<file path="config.mk">
export PLATFORM = sky130hd
export DESIGN_NAME = core_sequencer_flat
export DESIGN_NICKNAME = d
export VERILOG_FILES = /design/src/rtl/core_sequencer_if.sv /design/src/rtl/core_sequencer.sv /design/src/flat_wrapper.sv
export SDC_FILE = /design/constraint.sdc
export NUM_CORES = 1
export LEC_CHECK = 0
export BUFFER_PORTS_ARGS = -buffer_cell sky130_fd_sc_hd__buf_4
export CORE_MARGIN = 1
export CORE_UTILIZATION = 57
export DETAILED_ROUTE_END_ITERATION = 10
export PLACE_DENSITY = 0.81
export RECOVER_POWER = 100
export SLEW_MARGIN = 15
export SYNTH_ARGS = -nofsm -noshare
export SYNTH_HDL_FRONTEND = slang
export SYNTH_SLANG_ARGS = --single-unit
</file>
<file path="constraint.sdc">
create_clock -name clk_i -period 3.5 [get_ports clk_i]
set_input_delay 0.175 -clock clk_i [delete_from_list [all_inputs] [get_ports clk_i]]
set_output_delay 0.175 -clock clk_i [all_outputs]
set_load 0.005 [all_outputs]
</file>
<file path="src/rtl/core_sequencer_if.sv">
// Handshake bundle between the sequencer, the opcode decoder and the two memory ports.
// The master side is the sequencer; the slave side is the memories, decoder and halt source.
interface core_sequencer_if;
  logic       halt_i;
  logic       instr_req_o;
  logic       instr_gnt_i;
  logic       instr_rvalid_i;
  logic       memrd_i;
  logic       memw_i;
  logic       regwrite_i;
  logic       data_req_o;
  logic       data_we_o;
  logic       data_gnt_i;
  logic       data_rvalid_i;
  logic       ir_en_o;
  logic       pc_en_o;
  logic       rf_we_o;
  logic       err_o;
  logic [2:0] state_o;

  modport master (
    input  halt_i, instr_gnt_i, instr_rvalid_i, memrd_i, memw_i, regwrite_i,
           data_gnt_i, data_rvalid_i,
    output instr_req_o, data_req_o, data_we_o, ir_en_o, pc_en_o, rf_we_o,
           err_o, state_o
  );

  modport slave (
    output halt_i, instr_gnt_i, instr_rvalid_i, memrd_i, memw_i, regwrite_i,
           data_gnt_i, data_rvalid_i,
    input  instr_req_o, data_req_o, data_we_o, ir_en_o, pc_en_o, rf_we_o,
           err_o, state_o
  );
endinterface

</file>
<file path="src/rtl/core_sequencer.sv">
// Multi-cycle sequencer: fetch, execute, optional memory access and writeback per instruction,
// with a per-state handshake timeout and a sticky error state left only through reset.
module core_sequencer #(
  parameter int TIMEOUT_CYCLES = 255
) (
  input  logic             clk_i,
  input  logic             rst_ni,
  core_sequencer_if.master bus
);
  typedef enum logic [2:0] {
    S_IDLE   = 3'd0,
    S_FETCH  = 3'd1,
    S_WAIT_I = 3'd2,
    S_EXEC   = 3'd3,
    S_MEM    = 3'd4,
    S_WAIT_D = 3'd5,
    S_WB     = 3'd6,
    S_ERR    = 3'd7
  } state_t;

  localparam int            CW       = (TIMEOUT_CYCLES > 0) ? $clog2(TIMEOUT_CYCLES + 1) : 1;
  localparam bit            TMO_EN   = (TIMEOUT_CYCLES > 0);
  localparam logic [CW-1:0] LAST_CNT = TMO_EN ? CW'(TIMEOUT_CYCLES - 1) : '0;

  state_t        r_state;
  logic [CW-1:0] r_cnt;
  logic          r_memw;
  logic          r_regwrite;
  logic          r_instr_req;
  logic          r_data_req;
  logic          r_data_we;
  logic          r_pc_en;
  logic          r_rf_we;
  logic          r_err;

  state_t w_next;
  logic   w_handshake;
  logic   w_timeout;
  logic   w_memw_eff;
  logic   w_regwrite_eff;
  logic   w_ir_en;

  always_comb begin
    w_handshake = (r_state == S_FETCH) || (r_state == S_WAIT_I) ||
                  (r_state == S_MEM)   || (r_state == S_WAIT_D);
    // r_cnt counts completed cycles in this state, so LAST_CNT marks the final allowed one.
    w_timeout   = TMO_EN && w_handshake && (r_cnt == LAST_CNT);
    w_next      = r_state;
    case (r_state)
      S_IDLE:   if (!bus.halt_i) w_next = S_FETCH;
      S_FETCH:  if (bus.instr_gnt_i) w_next = bus.instr_rvalid_i ? S_EXEC : S_WAIT_I;
                else if (w_timeout) w_next = S_ERR;
      S_WAIT_I: if (bus.instr_rvalid_i) w_next = S_EXEC;
                else if (w_timeout) w_next = S_ERR;
      S_EXEC:   if (bus.memrd_i && bus.memw_i) w_next = S_ERR;
                else if (bus.memrd_i || bus.memw_i) w_next = S_MEM;
                else w_next = S_WB;
      S_MEM:    if (bus.data_gnt_i) w_next = bus.data_rvalid_i ? S_WB : S_WAIT_D;
                else if (w_timeout) w_next = S_ERR;
      S_WAIT_D: if (bus.data_rvalid_i) w_next = S_WB;
                else if (w_timeout) w_next = S_ERR;
      S_WB:     w_next = bus.halt_i ? S_IDLE : S_FETCH;
      default:  w_next = S_ERR;
    endcase
  end

  // Outputs are registered from the next state, so flags captured this edge must be used live.
  assign w_memw_eff     = (r_state == S_EXEC) ? bus.memw_i     : r_memw;
  assign w_regwrite_eff = (r_state == S_EXEC) ? bus.regwrite_i : r_regwrite;

  always_ff @(posedge clk_i or negedge rst_ni) begin
    if (!rst_ni) begin
      r_state     <= S_IDLE;
      r_cnt       <= '0;
      r_memw      <= 1'b0;
      r_regwrite  <= 1'b0;
      r_instr_req <= 1'b0;
      r_data_req  <= 1'b0;
      r_data_we   <= 1'b0;
      r_pc_en     <= 1'b0;
      r_rf_we     <= 1'b0;
      r_err       <= 1'b0;
    end else begin
      r_state <= w_next;
      if (w_next != r_state) r_cnt <= '0;
      else if (w_handshake)  r_cnt <= r_cnt + 1'b1;
      if (r_state == S_EXEC) begin
        r_memw     <= bus.memw_i;
        r_regwrite <= bus.regwrite_i;
      end
      r_instr_req <= (w_next == S_FETCH);
      r_data_req  <= (w_next == S_MEM);
      r_data_we   <= (w_next == S_MEM) && w_memw_eff;
      r_pc_en     <= (w_next == S_WB);
      r_rf_we     <= (w_next == S_WB) && w_regwrite_eff;
      r_err       <= (w_next == S_ERR);
    end
  end

  assign w_ir_en = ((r_state == S_FETCH) && bus.instr_gnt_i && bus.instr_rvalid_i) ||
                   ((r_state == S_WAIT_I) && bus.instr_rvalid_i);

  assign bus.instr_req_o = r_instr_req;
  assign bus.data_req_o  = r_data_req;
  assign bus.data_we_o   = r_data_we;
  assign bus.ir_en_o     = w_ir_en;
  assign bus.pc_en_o     = r_pc_en;
  assign bus.rf_we_o     = r_rf_we;
  assign bus.err_o       = r_err;
  assign bus.state_o     = r_state;
endmodule

</file>
<file path="src/flat_wrapper.sv">
// flat-port wrapper written by rule: the top's interface ports become plain ports
module core_sequencer_flat 
#(
  parameter int TIMEOUT_CYCLES = 255
)
  (clk_i, rst_ni, bus_halt_i, bus_instr_gnt_i, bus_instr_rvalid_i, bus_memrd_i, bus_memw_i, bus_regwrite_i, bus_data_gnt_i, bus_data_rvalid_i, bus_instr_req_o, bus_data_req_o, bus_data_we_o, bus_ir_en_o, bus_pc_en_o, bus_rf_we_o, bus_err_o, bus_state_o);
  core_sequencer_if bus_i ();
  input  logic clk_i;
  input  logic rst_ni;
  input wire logic [$bits(bus_i.halt_i)-1:0] bus_halt_i;
  input wire logic [$bits(bus_i.instr_gnt_i)-1:0] bus_instr_gnt_i;
  input wire logic [$bits(bus_i.instr_rvalid_i)-1:0] bus_instr_rvalid_i;
  input wire logic [$bits(bus_i.memrd_i)-1:0] bus_memrd_i;
  input wire logic [$bits(bus_i.memw_i)-1:0] bus_memw_i;
  input wire logic [$bits(bus_i.regwrite_i)-1:0] bus_regwrite_i;
  input wire logic [$bits(bus_i.data_gnt_i)-1:0] bus_data_gnt_i;
  input wire logic [$bits(bus_i.data_rvalid_i)-1:0] bus_data_rvalid_i;
  output wire logic [$bits(bus_i.instr_req_o)-1:0] bus_instr_req_o;
  output wire logic [$bits(bus_i.data_req_o)-1:0] bus_data_req_o;
  output wire logic [$bits(bus_i.data_we_o)-1:0] bus_data_we_o;
  output wire logic [$bits(bus_i.ir_en_o)-1:0] bus_ir_en_o;
  output wire logic [$bits(bus_i.pc_en_o)-1:0] bus_pc_en_o;
  output wire logic [$bits(bus_i.rf_we_o)-1:0] bus_rf_we_o;
  output wire logic [$bits(bus_i.err_o)-1:0] bus_err_o;
  output wire logic [$bits(bus_i.state_o)-1:0] bus_state_o;
  assign bus_i.halt_i = bus_halt_i;
  assign bus_i.instr_gnt_i = bus_instr_gnt_i;
  assign bus_i.instr_rvalid_i = bus_instr_rvalid_i;
  assign bus_i.memrd_i = bus_memrd_i;
  assign bus_i.memw_i = bus_memw_i;
  assign bus_i.regwrite_i = bus_regwrite_i;
  assign bus_i.data_gnt_i = bus_data_gnt_i;
  assign bus_i.data_rvalid_i = bus_data_rvalid_i;
  assign bus_instr_req_o = bus_i.instr_req_o;
  assign bus_data_req_o = bus_i.data_req_o;
  assign bus_data_we_o = bus_i.data_we_o;
  assign bus_ir_en_o = bus_i.ir_en_o;
  assign bus_pc_en_o = bus_i.pc_en_o;
  assign bus_rf_we_o = bus_i.rf_we_o;
  assign bus_err_o = bus_i.err_o;
  assign bus_state_o = bus_i.state_o;
  core_sequencer #(.TIMEOUT_CYCLES(TIMEOUT_CYCLES)) u_core (.clk_i(clk_i), .rst_ni(rst_ni), .bus(bus_i));
endmodule
</file>
==> impl_metrics.toml <==
[die]
dieArea_um2 = 2110
rows = 15
die_x_um = 45.9
die_y_um = 45.9
coreArea_um2 = 1760
io_pins = 20
start_util = 0.623

[logic_synthesis]
synthesis.instances = 113
synth.avg_cell_area_um2 = 9.73
ys_seq_area_frac = 0.432
synth_top_family_by_area = "simple AND/OR/NAND/NOR gates"
ys.warnings.count = 0
yosys_register_bits = 19
yosys.area_share.xor_xnor = 0.0557
yosys.area.top_type = "dfrtp_1"
yosys.area.top_type_share = 0.432
syn_area_um2 = 1100
synth_compound_area_frac = 0.156
synth_edf_count = 0
synthAdderAreaFrac = 0.0341
synth-simple-area-share = 0.251
synthFlopType = "dfrtp_1"
yosys-top-cells-area = "dfrtp_1 43%, nor3_1 4.1%, ha_1 3.4%"
synthMuxAreaShare = 0.0330
asyncSetResetFlopFracSynth = 1.00
synth.distinct_cells = 40
syn_nets = 126

[setup_path]
critPathSlowestCell = "dfrtp_1"
ff2ff_path_depth = 5
path_cells = "and3b_1 > o41ai_1 > a211oi_1 > mux2i_1 > nor3_1"
cp-start-kind = "flip-flop"
r2r_start = "u_core.bus.state_o[0]"
critPathMaxStageDelay_ps = 660
crit_type = "reg2reg"
end_kind = "flip-flop"
crit_fanout = 18
cp_data_arrival_time_ps = 2530
critPathRequiredTime_ps = 3660
ff2ff_setup_slack_ps = 1130
r2r-end = "u_core.r_cnt[4]"

[grt]
grt_pass1_vias = 801
grt_pass1_wl_um = 3620
grt_max_degree = 21
grtUsageTotal = 0.250
grt.overflow.total = 0
antenna_found_initial = 0

[placement]
portBuffers = 19
dp_cells = 153
gp_congestion = 0.842
post-dp-hpwl_um = 1760
placed_area_um2 = 1250

[timing]
rsz0062_at_grt = "no"
period_minus_slack_ps = 2370
whs_ps = 127
maxSlewViolCount = 0
hold_viol = 0
period_share = 0.677
tns_ps = 0
max_freq_ghz = 0.422
worst_pin_slew_ps = 997
clock_skew_ps = 2.02
setup_violations = 0
maxSlewHeadroom = 0.335

[hold_path]
hold_start = "bus_regwrite_i"
hold_depth = 2
hold_class = "in2reg"
hold_end = "u_core.r_regwrite"

[finish]
drive_above_1_share = 0.195
layout_common_cells = "19 x dfrtp_1, 12 x clkbuf_4, 10 x nor3_1, 8 x nor2_1, 8 x buf_4"
area_growth_pct = 15.2
nets = 147
design_area_um2 = 1270
final_core_util = 0.718
antenna_cells = 0
finalNonFillerCells = 158
final_common_cell = "dfrtp_1"

[routing]
avgRoutedWirePerCell_um = 14.7
drtIter0Drc = 29
drt_first_pass_iters = 4
vias = 908
viasPerCell = 5.75
drt-total-wl_um = 2320
drc = 0
antenna_left = 0

[cts]
cts-resized-gates = 0
clock_latency_ps = 300
cts-root-buf = "clkbuf_4"
clock_path_buffers = 2
path_clk_slew_ps = 110
cts_buffers = 3
cts_tree = "yes"
h-tree-depth = 1
cts_sinks = 19

[flow_run]
maxCapViolCount = 0

[pwr]
power.density_nw_per_um2 = 757
cellLeakagePower_uw = 0.000556
ir_worst_vdd_mv = 0.493

[run_status]
outcome = "complete, no violations"
==> synthesized netlist by cell type (all sizes together) (2+ instances only) <==
master,number
xnor2,4
o21ai,5
nand2,6
nor3,10
a2111oi,2
nor2b,2
nor2,9
nor3b,3
a221o,2
or3b,3
nand3b,2
o21a,2
xor2,3
nand4,3
nand2b,3
a21oi,5
ha,3
nand3,4
dfrtp,19
inv,5
buf,4
mux2,2
o21bai,2
==> metal layers <==
| metal | share of wire | wire length, µm | GRT usage |
|---|---|---|---|
| met5 | 0 | 0 | 0 |
| met4 | 0.013 | 30 | 0.106 |
| met3 | 0.040 | 93 | 0.0357 |
| met2 | 0.47 | 1090 | 0.380 |
| met1 | 0.48 | 1100 | 0.354 |
==> cell type report <==
| cell class | count | area [µm²] |
|---|---|---|
| clock buffers | 3 | 22.5 |
| clock inverters | 1 | 5.00 |
| fillers | 165 | 497 |
| inverters | 5 | 18.8 |
| multi-input cells | 85 | 569 |
| flip-flops and latches | 19 | 475 |
| well taps | 25 | 31.3 |
| repair buffers | 20 | 145 |
==> what timing repair did <==
item / 4_1_cts / 5_1_grt
hold buffers: 1 / 0
buffers inserted: 0 / 0
endpoints found under the hold margin: 19 / 0
==> worst max-delay path, delay by kind of cell (launching register included) <==
kind	cells	cell delay, ps
compound gates	2	540
simple gates	2	370
mux	1	660
flops	1	660
==> sequential cells by signal, indices dropped and copies added (netlist names) <==
register	flops
u_core.r_cnt	8
u_core.bus.state_o	3
u_core.bus.data_req_o	1
u_core.bus.data_we_o	1
u_core.bus.err_o	1
u_core.bus.instr_req_o	1
u_core.bus.pc_en_o	1
u_core.bus.rf_we_o	1
u_core.r_memw	1
u_core.r_regwrite	1
==> report_power, final <==
group | switching (µW) | internal (µW)
combinational | 274 | 208
clock | 68.7 | 42.6
sequential | 91.5 | 275
total | 434 | 525
==> worst max path at each step <==
stage / from / endpoint / slack (ps) / depth (start not counted)
3_5_place_dp: u_core.bus.state_o[0] / u_core.r_cnt[2] / 1400 / 5
5_1_grt: u_core.bus.state_o[0] / u_core.r_cnt[4] / 900 / 5
2_1_floorplan: u_core.r_cnt[0] / u_core.r_cnt[0] / 1760 / 7
3_3_place_gp: u_core.bus.state_o[0] / u_core.r_cnt[2] / 1480 / 5
4_1_cts: u_core.bus.state_o[0] / u_core.r_cnt[2] / 1410 / 5
6_report: u_core.bus.state_o[0] / u_core.r_cnt[4] / 1130 / 5
==> logic make-up (layout without fill, tap and decap cells) <==
| group | Yosys count | after routing |
|---|---|---|
| mux | 3 | 3 |
| simple gates | 49 | 49 |
| xor+xnor | 7 | 7 |
| fa+ha+maj | 3 | 3 |
| flops | 19 | 19 |
| buf+inv | 9 | 29 |
| compound gates | 23 | 23 |
==> stage by stage <==
step	power [µW]	setup slack, ps
after detailed placement	881	1400
after global placement	854	1480
after CTS	994	1410
after floorplan	729	1760
after global routing	1040	902
final	960	1130
Power figures use the tool's default switching activity.
